$ cat src/rtl/if_id_skid_buf.sv
// if_id_skid_buf: elastic IF->ID register, valid/ready on both sides, optional 2-entry skid, flush bubble
//  clk          in   1       rising-edge clock
//  rst          in   1       asynchronous active-low reset
//  in_valid_i   in   1       fetch presents inst_i/inst_addr_i
//  in_ready_o   out  1       buffer can accept this cycle
//  inst_i       in   INST_W  fetched instruction
//  inst_addr_i  in   ADDR_W  address of inst_i
//  flush_i      in   1       discard all held entries
//  hold_flag_i  in   1       control stall, blocks output transfer
//  out_valid_o  out  1       head entry valid
//  out_ready_i  in   1       decode accepts head
//  inst_o       out  INST_W  head instruction or NOP_INST
//  inst_addr_o  out  ADDR_W  head address or 0
//  occupancy_o  out  2       entries held
module if_id_skid_buf #(
  parameter int INST_W = 32,
  parameter int ADDR_W = 32,
  parameter logic [INST_W-1:0] NOP_INST = INST_W'(32'h00000013),
  parameter int SKID_EN = 1
) (
  input  logic              clk,
  input  logic              rst,
  input  logic              in_valid_i,
  output logic              in_ready_o,
  input  logic [INST_W-1:0] inst_i,
  input  logic [ADDR_W-1:0] inst_addr_i,
  input  logic              flush_i,
  input  logic              hold_flag_i,
  output logic              out_valid_o,
  input  logic              out_ready_i,
  output logic [INST_W-1:0] inst_o,
  output logic [ADDR_W-1:0] inst_addr_o,
  output logic [1:0]        occupancy_o
);
  typedef enum logic [1:0] {EMPTY = 2'd0, ONE = 2'd1, TWO = 2'd2} state_t;
  state_t state, state_nxt;
  logic [INST_W-1:0] main_inst, skid_inst;
  logic [ADDR_W-1:0] main_addr, skid_addr;
  logic in_fire, out_fire, load_main, load_skid, main_from_skid;
  assign out_valid_o = state != EMPTY;
  assign out_fire    = out_valid_o & out_ready_i & ~hold_flag_i;
  // With the skid, ready comes only from state so upstream never sees a path from decode.
  assign in_ready_o  = (SKID_EN != 0) ? (state != TWO) : (~out_valid_o | out_fire);
  assign in_fire     = in_valid_i & in_ready_o;
  assign inst_o      = out_valid_o ? main_inst : NOP_INST;
  assign inst_addr_o = out_valid_o ? main_addr : '0;
  assign occupancy_o = state;
  always_comb begin
    state_nxt = state;
    load_main = 1'b0;
    load_skid = 1'b0;
    main_from_skid = 1'b0;
    case (state)
      EMPTY: begin
        state_nxt = in_fire ? ONE : EMPTY;
        load_main = in_fire;
      end
      ONE: begin
        state_nxt = (in_fire & ~out_fire) ? TWO : (~in_fire & out_fire) ? EMPTY : ONE;
        load_main = in_fire & out_fire;
        load_skid = in_fire & ~out_fire;
      end
      TWO: begin
        state_nxt = out_fire ? ONE : TWO;
        main_from_skid = out_fire;
      end
      default: state_nxt = EMPTY;
    endcase
    // Data loads may still happen under flush; the entries are invalidated anyway.
    if (flush_i) state_nxt = EMPTY;
  end
  always_ff @(posedge clk or negedge rst)
    if (!rst) state <= EMPTY;
    else state <= state_nxt;
  always_ff @(posedge clk) begin
    if (main_from_skid) begin
      main_inst <= skid_inst;
      main_addr <= skid_addr;
    end else if (load_main) begin
      main_inst <= inst_i;
      main_addr <= inst_addr_i;
    end
    if (load_skid) begin
      skid_inst <= inst_i;
      skid_addr <= inst_addr_i;
    end
  end
endmodule

$ cat config.mk
export PLATFORM = sky130hd
export DESIGN_NAME = if_id_skid_buf
export DESIGN_NICKNAME = d
export VERILOG_FILES = /design/src/rtl/if_id_skid_buf.sv
export SDC_FILE = /design/constraint.sdc
export NUM_CORES = 1
export LEC_CHECK = 0
export BUFFER_PORTS_ARGS = -buffer_cell sky130_fd_sc_hd__buf_4
export CAP_MARGIN = 10
export CORE_AREA = 2 2 105 107
export CTS_CLUSTER_DIAMETER = 40
export DETAILED_ROUTE_END_ITERATION = 8
export DIE_AREA = 0 0 107 109
export PLACE_DENSITY = 0.9
export SLEW_MARGIN = 0
export SYNTH_ARGS = -nofsm -noshare
export SYNTH_HDL_FRONTEND = slang
export SYNTH_SLANG_ARGS = --single-unit
$ cat constraint.sdc
create_clock -name clk -period 6.4 [get_ports clk]
set_input_delay 1.28 -clock clk [delete_from_list [all_inputs] [get_ports clk]]
set_output_delay 1.28 -clock clk [all_outputs]
set_load 0.1 [all_outputs]
## Yosys cells after proc, flatten, opt, wreduce, memory -nomap -nowiden

Index checks and enable logic that the tools add are counted.

| storage, ports and cells | value |
|---|---|
| bits in registers | 130 |
| output and inout bits | 68 |
| logic and storage cells | 35 |

| operators by class | value |
|---|---|
| equal/unequal tests | 3 |
| mux-type cells | 15 |
| bitwise logic cells | 9 |
| reduce and logical (&&, ||, !) cells | 3 |

Operators by type and width:

| operator | number |
|---|---|
| $mux 32 | 6 |
| $and 1x1->1 | 6 |
| $mux 2 | 3 |
| $pmux 2 s3 | 1 |
| $mux 1 | 4 |
| $reduce_bool 2->1 | 2 |
| $not 1->1 | 3 |
| $eq 2x1->1 const B | 1 |
| $eq 2x2->1 const B | 1 |
| $logic_not 2->1 | 1 |
| $ne 2x2->1 const B | 1 |
| $pmux 1 s2 | 1 |

## Longest topological paths before layout

Gate-level depths: netlist of run 1.

| logic depth | value |
|---|---|
| depth after elaboration | 8 |
| gate-level depth with buffers | 7 |
| gate-level depth less buffers | 6 |

## Least setup slack after synthesis of run 1

Ideal clock, no wire load.

| path | value |
|---|---|
| kind | register to register |
| from | register state[1] (netlist: occupancy_o[1]) |
| to | register main_addr[0], enable pin |
| library setup time | 508 ps |
| arrival time | 5908 ps |
| required time | 5892 ps |
| path slack | -17 ps |
| cell stages (with the launch flop) | 8 |
| path buffers | 1 |
| clock period less this slack | 6417 ps |
| cell sequence | dfrtp_1 -> or2_2 -> clkbuf_1 -> nand2_1 -> inv_1 -> ha_1 -> mux2i_1 -> o22ai_1 |

| between the ends | value |
|---|---|
| word-level cells in the longest chain between the ends | 6 |

Ends and longest elaborated chain:

| what | RTL line | source |
|---|---|---|
| from (decl) | 36 | `state_t state, state_nxt;` |
| from (signal assigned) | 74 | `else state <= state_nxt;` |
| $reduce_bool 2->1 * | 40 | `assign out_valid_o = state != EMPTY;` |
| via out_valid_o | 29 | `output logic out_valid_o,` |
| $and 1x1->1 * (2 in a row) | 41 | `assign out_fire = out_valid_o & out_ready_i & ~hold_flag_i;` |
| $and 1x1->1 | 60 | `load_main = in_fire & out_fire;` |
| $pmux 1 s2 | 53 | `case (state)` |
| $reduce_bool 2->1 (no source line) * | -- |  |
| to (signal assigned) | 78 | `main_addr <= skid_addr;` |
| to (signal assigned) | 81 | `main_addr <= inst_addr_i;` |
| to (decl) | 38 | `logic [ADDR_W-1:0] main_addr, skid_addr;` |

The timed path passes the listed nets; every way through them passes the cells marked *.
A chain may end at the register's enable or synchronous reset.

## Worst setup path after layout of run 1

| path | value |
|---|---|
| from | register state[1] (netlist: occupancy_o[1]) |
| to | output port inst_o[11] |

| between the ends | value |
|---|---|
| word-level cells in the longest chain between the ends | 2 |

Ends and longest elaborated chain:

| what | RTL line | source |
|---|---|---|
| $reduce_bool 2->1 | 40 |  |
| $mux 32 | 45 | `assign inst_o = out_valid_o ? main_inst : NOP_INST;` |
| to (decl) | 31 | `output logic [INST_W-1:0] inst_o,` |

Every way passes these cells.

==> impl_metrics.env, run 1 <==
export IMPL_outcome="complete, no violations"
export IMPL_postSynthCellCount=291
export IMPL_fp_dieW_um=107
export IMPL_slowest_stage="or2_2"
export IMPL_dr_pass1_iters=4
export IMPL_ys_types=22
export IMPL_maxSlewHeadroom_pct=26.7
export IMPL_final_period_utilization_pct=57.9
export IMPL_numCtsBuffers=17
export IMPL_fmax_mhz=270
export IMPL_hold_buffers=0
export IMPL_core_area_um2=10600
export IMPL_cp_arrival_ns=2.43
export IMPL_setup_viol=0
export IMPL_slew_viol_final=0
export IMPL_worst_slew_pin_slew_ns=1.10
export IMPL_routabilityCongestion=0.751
export IMPL_die_area_um2=11700
export IMPL_cts_root_buf="clkbuf_8"
export IMPL_cts_tree="yes"
export IMPL_drt_iter0_drc=112
export IMPL_ir_drop_v=0.000188
export IMPL_antenna_cells=0
export IMPL_cp_end_kind="output pin"
export IMPL_netlist_area_um2=5500
export IMPL_clock_path_buffers=2
export IMPL_drive_gt1_share_pct=53.2
export IMPL_synth_nets=363
export IMPL_ys_warn_count=0
export IMPL_nFillCells=687
export IMPL_cts_resized=0
export IMPL_nets=508
export IMPL_worst_path_max_fanout=66
export IMPL_wirelength_um=9310
export IMPL_finish_instance_area_um2=7160
export IMPL_port_buffers=137
export IMPL_clkSlewWorstSetupHoldPaths_ns=0.06
export IMPL_clock_latency_ns=0.50
export IMPL_clock_sinks=130
export IMPL_max_stage_delay_ns=0.80
export IMPL_drc=0
export IMPL_antenna_found_initial=0
export IMPL_required_ns=5.12
export IMPL_path_cells="or2_2 -> and2_1 -> buf_4"
export IMPL_grt_pass1_vias=2858
export IMPL_overflow=0
export IMPL_yosysSeqAreaShare_pct=70.8
export IMPL_path_class="flop to output pin"
export IMPL_skew_ns=0.0106
export IMPL_initial_core_util_pct=51.9
export IMPL_rsz0062_at_grt="no"
export IMPL_crit_buf_inv=1
export IMPL_ys_ff_latch=130
export IMPL_drv_cap=0
export IMPL_placed_area_um2=6590
export IMPL_grt_max_degree=67
export IMPL_pin_count=138
export IMPL_vias_per_cell=4.89
export IMPL_vias=2883
export IMPL_synth_avg_cell_area_um2=18.9
export IMPL_powerDensity_nw_per_um2=340
export IMPL_cp_start_kind="flop"
export IMPL_leakagePower_nw=2.83
export IMPL_h_tree_depth=4
export IMPL_hold_class="flop to flop"
export IMPL_final_min_clock_period_ns=3.71
export IMPL_rows=38
export IMPL_cts_setup_buffers=0
export IMPL_hold_viol=0
export IMPL_fin_tns_setup_ns=0
export IMPL_die_h_um=109
export IMPL_wl_per_cell_um=15.8
export IMPL_dp_hpwl_um=6070
export IMPL_antenna_left=0
export IMPL_crit_family="simple AND/OR/NAND/NOR gates"
export IMPL_syn_to_final_growth_pct=30.1
export IMPL_grt_pass1_wl_um=14400
export IMPL_grt_usage_pct=16.7
==> synthesized netlist by cell type <==
cell | instances | area share (%)
edfxtp_1 | 128 | 70
and2_1 | 62 | 7.1
nand2b_1 | 3 | 0.34
mux2i_1 | 2 | 0.36
mux2_4 | 49 | 13
nor2_4 | 1 | 0.20
buf_12 | 6 | 2.2
o22ai_1 | 2 | 0.23
nor2b_1 | 2 | 0.23
clkbuf_1 | 6 | 0.41
nand2b_4 | 1 | 0.25
nand2_1 | 2 | 0.14
or2_2 | 1 | 0.11
o21ba_2 | 1 | 0.18
buf_2 | 1 | 0.091
inv_1 | 1 | 0.068
dfrtp_1 | 2 | 0.91
mux2_2 | 15 | 3.1
nor2_1 | 2 | 0.14
nand2b_2 | 1 | 0.16
ha_1 | 2 | 0.45
buf_4 | 1 | 0.14
==> per-stage QoR <==
step	std cells	setup slack (ns)	hold slack, ns	power (mW)	utilization [%]
2_1_floorplan	291	0.875	0.523	1.42	-
4_1_cts	589	2.62	0.526	2.46	67.5
6_report	589	2.69	0.540	2.43	67.5
3_3_place_gp	557	2.74	0.526	1.53	62.2
5_1_grt	589	2.30	0.512	2.52	67.5
3_5_place_dp	557	2.58	0.534	1.54	62.2
==> metal layers <==
| metal | share of wire [%] | global-route usage [%] | up-vias |
|---|---|---|---|
| met2 | 52 | 28.2 | 95 |
| met4 | 0.93 | 6.12 | 0 |
| met5 | 0 | 0 | - |
| li1 | - | - | 1371 |
| met3 | 5.7 | 6.04 | 8 |
| met1 | 42 | 19.9 | 1409 |
==> final timing paths <==
path / startpoint / end / slack (ns) / cells past startpoint
worst max register to register: occupancy_o[1] / main_addr[30] / 2.74 / 7
max in group asynchronous: rst / occupancy_o[1] / 5.76 / 1
min in group asynchronous: rst / occupancy_o[0] / 0.56 / 1
worst max-delay path: occupancy_o[1] / inst_o[11] / 2.69 / 3
worst min register to register: skid_inst[5] / main_inst[5] / 0.54 / 1
worst min-delay path: skid_inst[5] / main_inst[5] / 0.54 / 1
==> registers in the layout (all words and copies together) (netlist names) <==
signal and count:
main_inst 32, skid_addr 32, skid_inst 32, occupancy_o 2, main_addr 32
==> cell families (layout without fill, tap and decap cells) <==
| group | Yosys count | after routing | synth area share (%) |
|---|---|---|---|
| flip-flops | 130 | 130 | 70.8 |
| multiplexers | 66 | 66 | 16.8 |
| buffers and inverters | 15 | 173 | 2.89 |
| AO/OA/AOI/OAI | 3 | 3 | 0.410 |
| adder cells (fa/ha/maj) | 2 | 2 | 0.455 |
| AND/OR/NAND/NOR | 75 | 75 | 8.62 |
==> final cells by class <==
type | instances | area, µm² | share of cell area, %
sequential | 130 | 3890 | 54.4
multi-input combinational | 146 | 1470 | 20.5
timing repair buffer | 140 | 1050 | 14.7
clock buffer | 19 | 422 | 5.89
tap | 140 | 175 | 2.45
clock inverter | 13 | 143 | 1.99
inverter | 1 | 3.75 | 0.0525
==> layout by cell type, fill, tap and decap left out <==
| master | count |
|---|---|
| clkbuf_8 | 1 |
| inv_1 | 1 |
| nor2_1 | 1 |
| dfrtp_1 | 2 |
| edfxtp_1 | 128 |
| and2_1 | 62 |
| or2_2 | 1 |
| mux2_4 | 49 |
| clkbuf_16 | 16 |
| buf_4 | 140 |
| clkbuf_1 | 2 |
| nor2_4 | 2 |
| nand2b_4 | 1 |
| o22ai_4 | 1 |
| ha_1 | 2 |
| bufinv_16 | 3 |
| mux2i_1 | 2 |
| clkinv_1 | 2 |
| mux2_2 | 15 |
| clkinvlp_4 | 2 |
| nor2b_1 | 2 |
| nand2_1 | 2 |
| o22ai_1 | 1 |
| nand2b_2 | 1 |
| o21ba_2 | 1 |
| nand2b_1 | 3 |
| clkinv_2 | 6 |
==> power by group <==
| part | internal (mW) | leakage, nW | switching, mW |
|---|---|---|---|
| Clock | 0.585 | 0.276 | 0.332 |
| Sequential | 1.00 | 1.22 | 0.0128 |
| Combinational | 0.127 | 1.33 | 0.372 |
| Total | 1.72 | 2.83 | 0.716 |
==> worst register-to-register path, stage by stage, from the launching register on <==
cell	delay, ns
dfrtp_1	0.56
or2_2	0.81
nand2_1	0.20
inv_1	0.11
ha_1	0.16
mux2i_1	0.11
o22ai_4	0.82
buf_4	0.53
No activity file was read; power rests on OpenSTA's default activity.
==> run 2: changes to the inputs <==
==> constraint.sdc (replaced) <==
create_clock -name clk -period 3.71 [get_ports clk]
set_input_delay 0.742 -clock clk [delete_from_list [all_inputs] [get_ports clk]]
set_output_delay 0.742 -clock clk [all_outputs]
set_load 0.1 [all_outputs]
==> impl_metrics.env, run 2 (synthesis gave the netlist of run 1 again) <==
export IMPL_outcome="complete, no violations"
export IMPL_r2r_slack_ns=0.87
export IMPL_cp_end_kind="output pin"
export IMPL_drv_cap=0
export IMPL_rows=38
export IMPL_final_period_utilization_pct=83.1
export IMPL_leakagePower_nw=2.82
export IMPL_placed_cells=558
export IMPL_wl_per_cell_um=16.0
export IMPL_antenna_cells=0
export IMPL_nets=510
export IMPL_fmax_mhz=325
export IMPL_die_h_um=109
export IMPL_powerDensity_nw_per_um2=572
export IMPL_drt_iter0_drc=116
export IMPL_worst_slew_pin_slew_ns=0.952
export IMPL_drive_gt1_share_pct=52.8
export IMPL_skew_ns=0.00578
export IMPL_antenna_found_initial=0
export IMPL_h_tree_depth=4
export IMPL_clock_sinks=130
export IMPL_swShare_pct=29.5
export IMPL_vias=2854
export IMPL_antenna_left=0
export IMPL_overflow=0
export IMPL_p_sw_mw=1.21
export IMPL_fin_tns_setup_ns=0
export IMPL_routabilityCongestion=0.767
export IMPL_grt_pass1_wl_um=14500
export IMPL_hold_viol=0
export IMPL_vias_per_cell=4.86
export IMPL_setup_viol=0
export IMPL_final_common_cell="buf_4"
export IMPL_comb_power_share_pct=21.3
export IMPL_core_area_um2=10600
export IMPL_clkSlewWorstSetupHoldPaths_ns=0.05
export IMPL_grt_max_degree=67
export IMPL_cts_tree="yes"
export IMPL_port_buffers=137
export IMPL_numCtsBuffers=17
export IMPL_hold_class="primary input to flop"
export IMPL_required_ns=2.97
export IMPL_grt_usage_pct=16.9
export IMPL_dp_hpwl_um=6320
export IMPL_syn_to_final_growth_pct=30.0
export IMPL_maxSlewHeadroom_pct=36.6
export IMPL_p_int_mw=2.88
export IMPL_grt_pass1_vias=2891
export IMPL_fp_dieW_um=107
export IMPL_drc=0
export IMPL_hold_ws_ns=0.421
export IMPL_pin_count=138
export IMPL_post_route_util_pct=67.4
export IMPL_cp_start_kind="flop"
export IMPL_sequentialPowerShare_pct=42.9
export IMPL_ir_drop_v=0.000357
export IMPL_final_min_clock_period_ns=3.08
export IMPL_fin_cells=587
export IMPL_die_area_um2=11700
export IMPL_clock_latency_ns=0.50
export IMPL_path_class="flop to output pin"
export IMPL_worst_path_max_fanout=66
export IMPL_wirelength_um=9420
export IMPL_placed_area_um2=6630
export IMPL_final_cell_mix="139 x buf_4, 128 x edfxtp_1, 62 x and2_1"
export IMPL_dr_pass1_iters=4
export IMPL_clock_path_buffers=2
export IMPL_slew_viol_final=0
export IMPL_cts_root_buf="clkbuf_8"
export IMPL_rsz0062_at_grt="no"
export IMPL_finish_instance_area_um2=7150
export IMPL_cp_arrival_ns=2.34
export IMPL_initial_core_util_pct=51.9
export IMPL_power_frac_clock_pct=35.8
-- run 2: cell types whose count changed in the layout (fill, tap and decap cells not counted) --
cell           previous run  this run
dlygate4sd3_1             0         1
clkinvlp_4                2         1
dfrtp_2                   0         2
clkbuf_1                  2         1
bufinv_16                 3         2
clkinv_1                  2         5
clkinv_2                  6         2
buf_12                    0         2
buf_4                   140       139
dfrtp_1                   2         0
-- run 2: path summary, 6_finish.rpt --
kind                       cells past startpoint            from              to
min reg2reg                                    1   skid_addr[31]   main_addr[31]
min                                            2         flush_i  occupancy_o[1]
max in group asynchronous                      2             rst  occupancy_o[0]
min in group asynchronous                      2             rst  occupancy_o[1]
max reg2reg                                    6  occupancy_o[1]    skid_addr[5]
max                                            3  occupancy_o[1]      inst_o[17]
-- run 2: stage by stage --
step / power, mW / setup WS [ns]
floorplan: 2.44 / 0.245
global placement: 2.64 / 0.954
finish: 4.09 / 0.629
detailed placement: 2.66 / 0.858
CTS: 4.13 / 0.584
global route: 4.22 / 0.432
-- run 2: final cells by class --
class / instances / area [µm²]
Fill cell: 672 / 3450
Clock buffer: 18 / 418
Timing Repair Buffer: 142 / 1090
Sequential cell: 130 / 3900
Clock inverter: 10 / 96.3
Inverter: 1 / 3.75
Multi-Input combinational cell: 146 / 1470
Tap cell: 140 / 175
-- run 2: layer usage --
layer | global-route usage, % | wire length, µm | vias up
li1 | - | - | 1368
met1 | 19.9 | 3820 | 1373
met2 | 28.4 | 4940 | 103
met3 | 5.50 | 562 | 10
met4 | 7.61 | 95 | 0
met5 | 0 | 0 | -
-- run 2: power by group through the flow --
stage / Clock [mW] / Combinational [mW] / Sequential (mW)
final: 1.46 / 0.870 / 1.75
after global routing: 1.56 / 0.901 / 1.76
after CTS: 1.49 / 0.877 / 1.76
after detailed placement: 0 / 0.873 / 1.78
after global placement: 0 / 0.860 / 1.78
after floorplan: 0 / 0.650 / 1.79
-- run 2: what timing repair did --
| item | in CTS | in global routing |
|---|---|---|
| hold endpoints to repair | 2 | 0 |
| buffers inserted | 0 | 0 |
| hold buffers | 1 | 0 |
| gates resized for setup | 0 | 0 |
-- run 2: critical path: stages (launching register included) --
cell and delay, ns:
dfrtp_2 0.48, or2_2 0.79, and2_1 0.26, buf_4 0.30
==> run 3: changes to the inputs <==
==> constraint.sdc (replaced) <==
create_clock -name clk -period 2.9 [get_ports clk]
set_input_delay 0.58 -clock clk [delete_from_list [all_inputs] [get_ports clk]]
set_output_delay 0.58 -clock clk [all_outputs]
set_load 0.1 [all_outputs]
==> impl_metrics.env, run 3 (synthesis gave the netlist of run 1 again) <==
export IMPL_fmax_mhz=366
export IMPL_antenna_found_initial=0
export IMPL_antenna_left=0
export IMPL_required_ns=2.32
export IMPL_drv_cap=0
export IMPL_fin_cells=593
export IMPL_pre_cts_ws_ns=0.470
export IMPL_die_h_um=109
export IMPL_leakagePower_nw=2.84
export IMPL_overflow=0
export IMPL_vias=2845
export IMPL_post_route_util_pct=67.8
export IMPL_numCtsBuffers=17
export IMPL_initial_core_util_pct=51.9
export IMPL_grt_pass1_vias=2943
export IMPL_nFillCells=687
export IMPL_wl_per_cell_um=15.7
export IMPL_rows=38
export IMPL_setup_viol=0
export IMPL_cp_end_kind="output pin"
export IMPL_placed_cells=560
export IMPL_final_common_cell="buf_4"
export IMPL_outcome="complete, no violations"
export IMPL_dp_hpwl_um=6140
export IMPL_port_buffers=137
export IMPL_grt_pass1_wl_um=14600
export IMPL_r2r_start="occupancy_o[1]"
export IMPL_clock_latency_ns=0.50
export IMPL_clock_path_buffers=2
export IMPL_timing_critical_path_from="occupancy_o[1]"
export IMPL_cts_root_buf="clkbuf_8"
export IMPL_final_min_clock_period_ns=2.73
export IMPL_fp_dieW_um=107
export IMPL_nets=512
export IMPL_clock_sinks=130
export IMPL_drc=0
export IMPL_skew_ns=0.00912
export IMPL_antenna_cells=0
export IMPL_syn_to_final_growth_pct=30.8
export IMPL_final_cell_mix="141 x buf_4, 128 x edfxtp_1, 61 x and2_1"
export IMPL_routabilityCongestion=0.732
export IMPL_slew_viol_final=0
export IMPL_ir_drop_v=0.000459
export IMPL_cts_setup_buffers=0
export IMPL_cts_tree="yes"
export IMPL_final_period_utilization_pct=94.2
export IMPL_grt_max_degree=66
export IMPL_power_mw=5.20
export IMPL_worst_path_max_fanout=65
export IMPL_core_area_um2=10600
export IMPL_maxSlewHeadroom_pct=46.1
export IMPL_die_area_um2=11700
export IMPL_fin_ws_ns=0.169
export IMPL_holdCritStartpoint="flush_i"
export IMPL_cts_resized=0
export IMPL_worst_slew_pin_slew_ns=0.809
export IMPL_hold_class="primary input to flop"
export IMPL_vias_per_cell=4.80
export IMPL_grt_usage_pct=17.0
export IMPL_cp_start_kind="flop"
export IMPL_dr_pass1_iters=4
export IMPL_path_class="flop to output pin"
export IMPL_clkSlewWorstSetupHoldPaths_ns=0.05
export IMPL_pin_count=138
export IMPL_drt_iter0_drc=126
export IMPL_powerDensity_nw_per_um2=723
export IMPL_cp_arrival_ns=2.15
export IMPL_hold_viol=0
export IMPL_wirelength_um=9310
export IMPL_rsz0062_at_grt="no"
export IMPL_drive_gt1_share_pct=54.3
export IMPL_h_tree_depth=4
-- run 3: cell types whose count changed in the layout (fill, tap and decap cells not counted), sizes merged --
cell / before / now
clkbuf: 18 / 20
bufinv: 2 / 1
clkinv: 7 / 10
buf: 141 / 143
-- run 3: worst max-delay path, cell delays in order (launching register included) --
cell	delay, ns
dfrtp_4	0.53
or2_2	0.32
buf_4	0.30
and2_1	0.26
buf_4	0.24
-- run 3: repair_timing --
item	in CTS	in global routing
endpoints found under the hold margin	2	0
hold buffers	1	0
endpoints found under the setup margin	0	0
-- run 3: layout make-up --
cell class	instances	area, µm²	share of cell area [%]
Tap cell	140	175	2.44
Clock inverter	12	92.6	1.29
Inverter	1	3.75	0.0522
Timing Repair Buffer	144	1110	15.4
Clock buffer	20	425	5.91
Multi-Input combinational cell	146	1490	20.7
Sequential cell	130	3900	54.2
-- run 3: final timing paths --
check                            endpoint  slack [ns]  cells after the start
max reg2reg                 main_addr[31]        0.69                      7
min in group asynchronous  occupancy_o[1]        0.41                      2
min                        occupancy_o[1]        0.24                      2
max in group asynchronous  occupancy_o[0]        2.39                      2
min reg2reg                 main_inst[16]        0.54                      1
max                            inst_o[22]        0.17                      4
-- run 3: stage by stage --
| stage | cell area, µm² | TNS [ns] | hold WS (ns) |
|---|---|---|---|
| after floorplan | 5570 | -9.00 | 0.284 |
| after global placement | 6670 | 0 | 0.363 |
| after detailed placement | 6670 | 0 | 0.366 |
| after CTS | 7190 | 0 | 0.210 |
| after global routing | 7190 | 0 | 0.219 |
| final | 7190 | 0 | 0.243 |
-- run 3: layer usage --
| metal | up-vias | part of all wire (%) | track usage, % |
|---|---|---|---|
| met1 | 1372 | 41 | 20.4 |
| met3 | 8 | 6.8 | 6.63 |
| li1 | 1375 | - | - |
| met5 | - | 0 | 0 |
| met4 | 0 | 0.78 | 5.29 |
| met2 | 90 | 51 | 28.5 |
-- run 3: power breakdown --
group | internal (mW) | switching, mW
sequential | 2.22 | 0.0291
combinational | 0.290 | 0.823
clock | 1.12 | 0.725
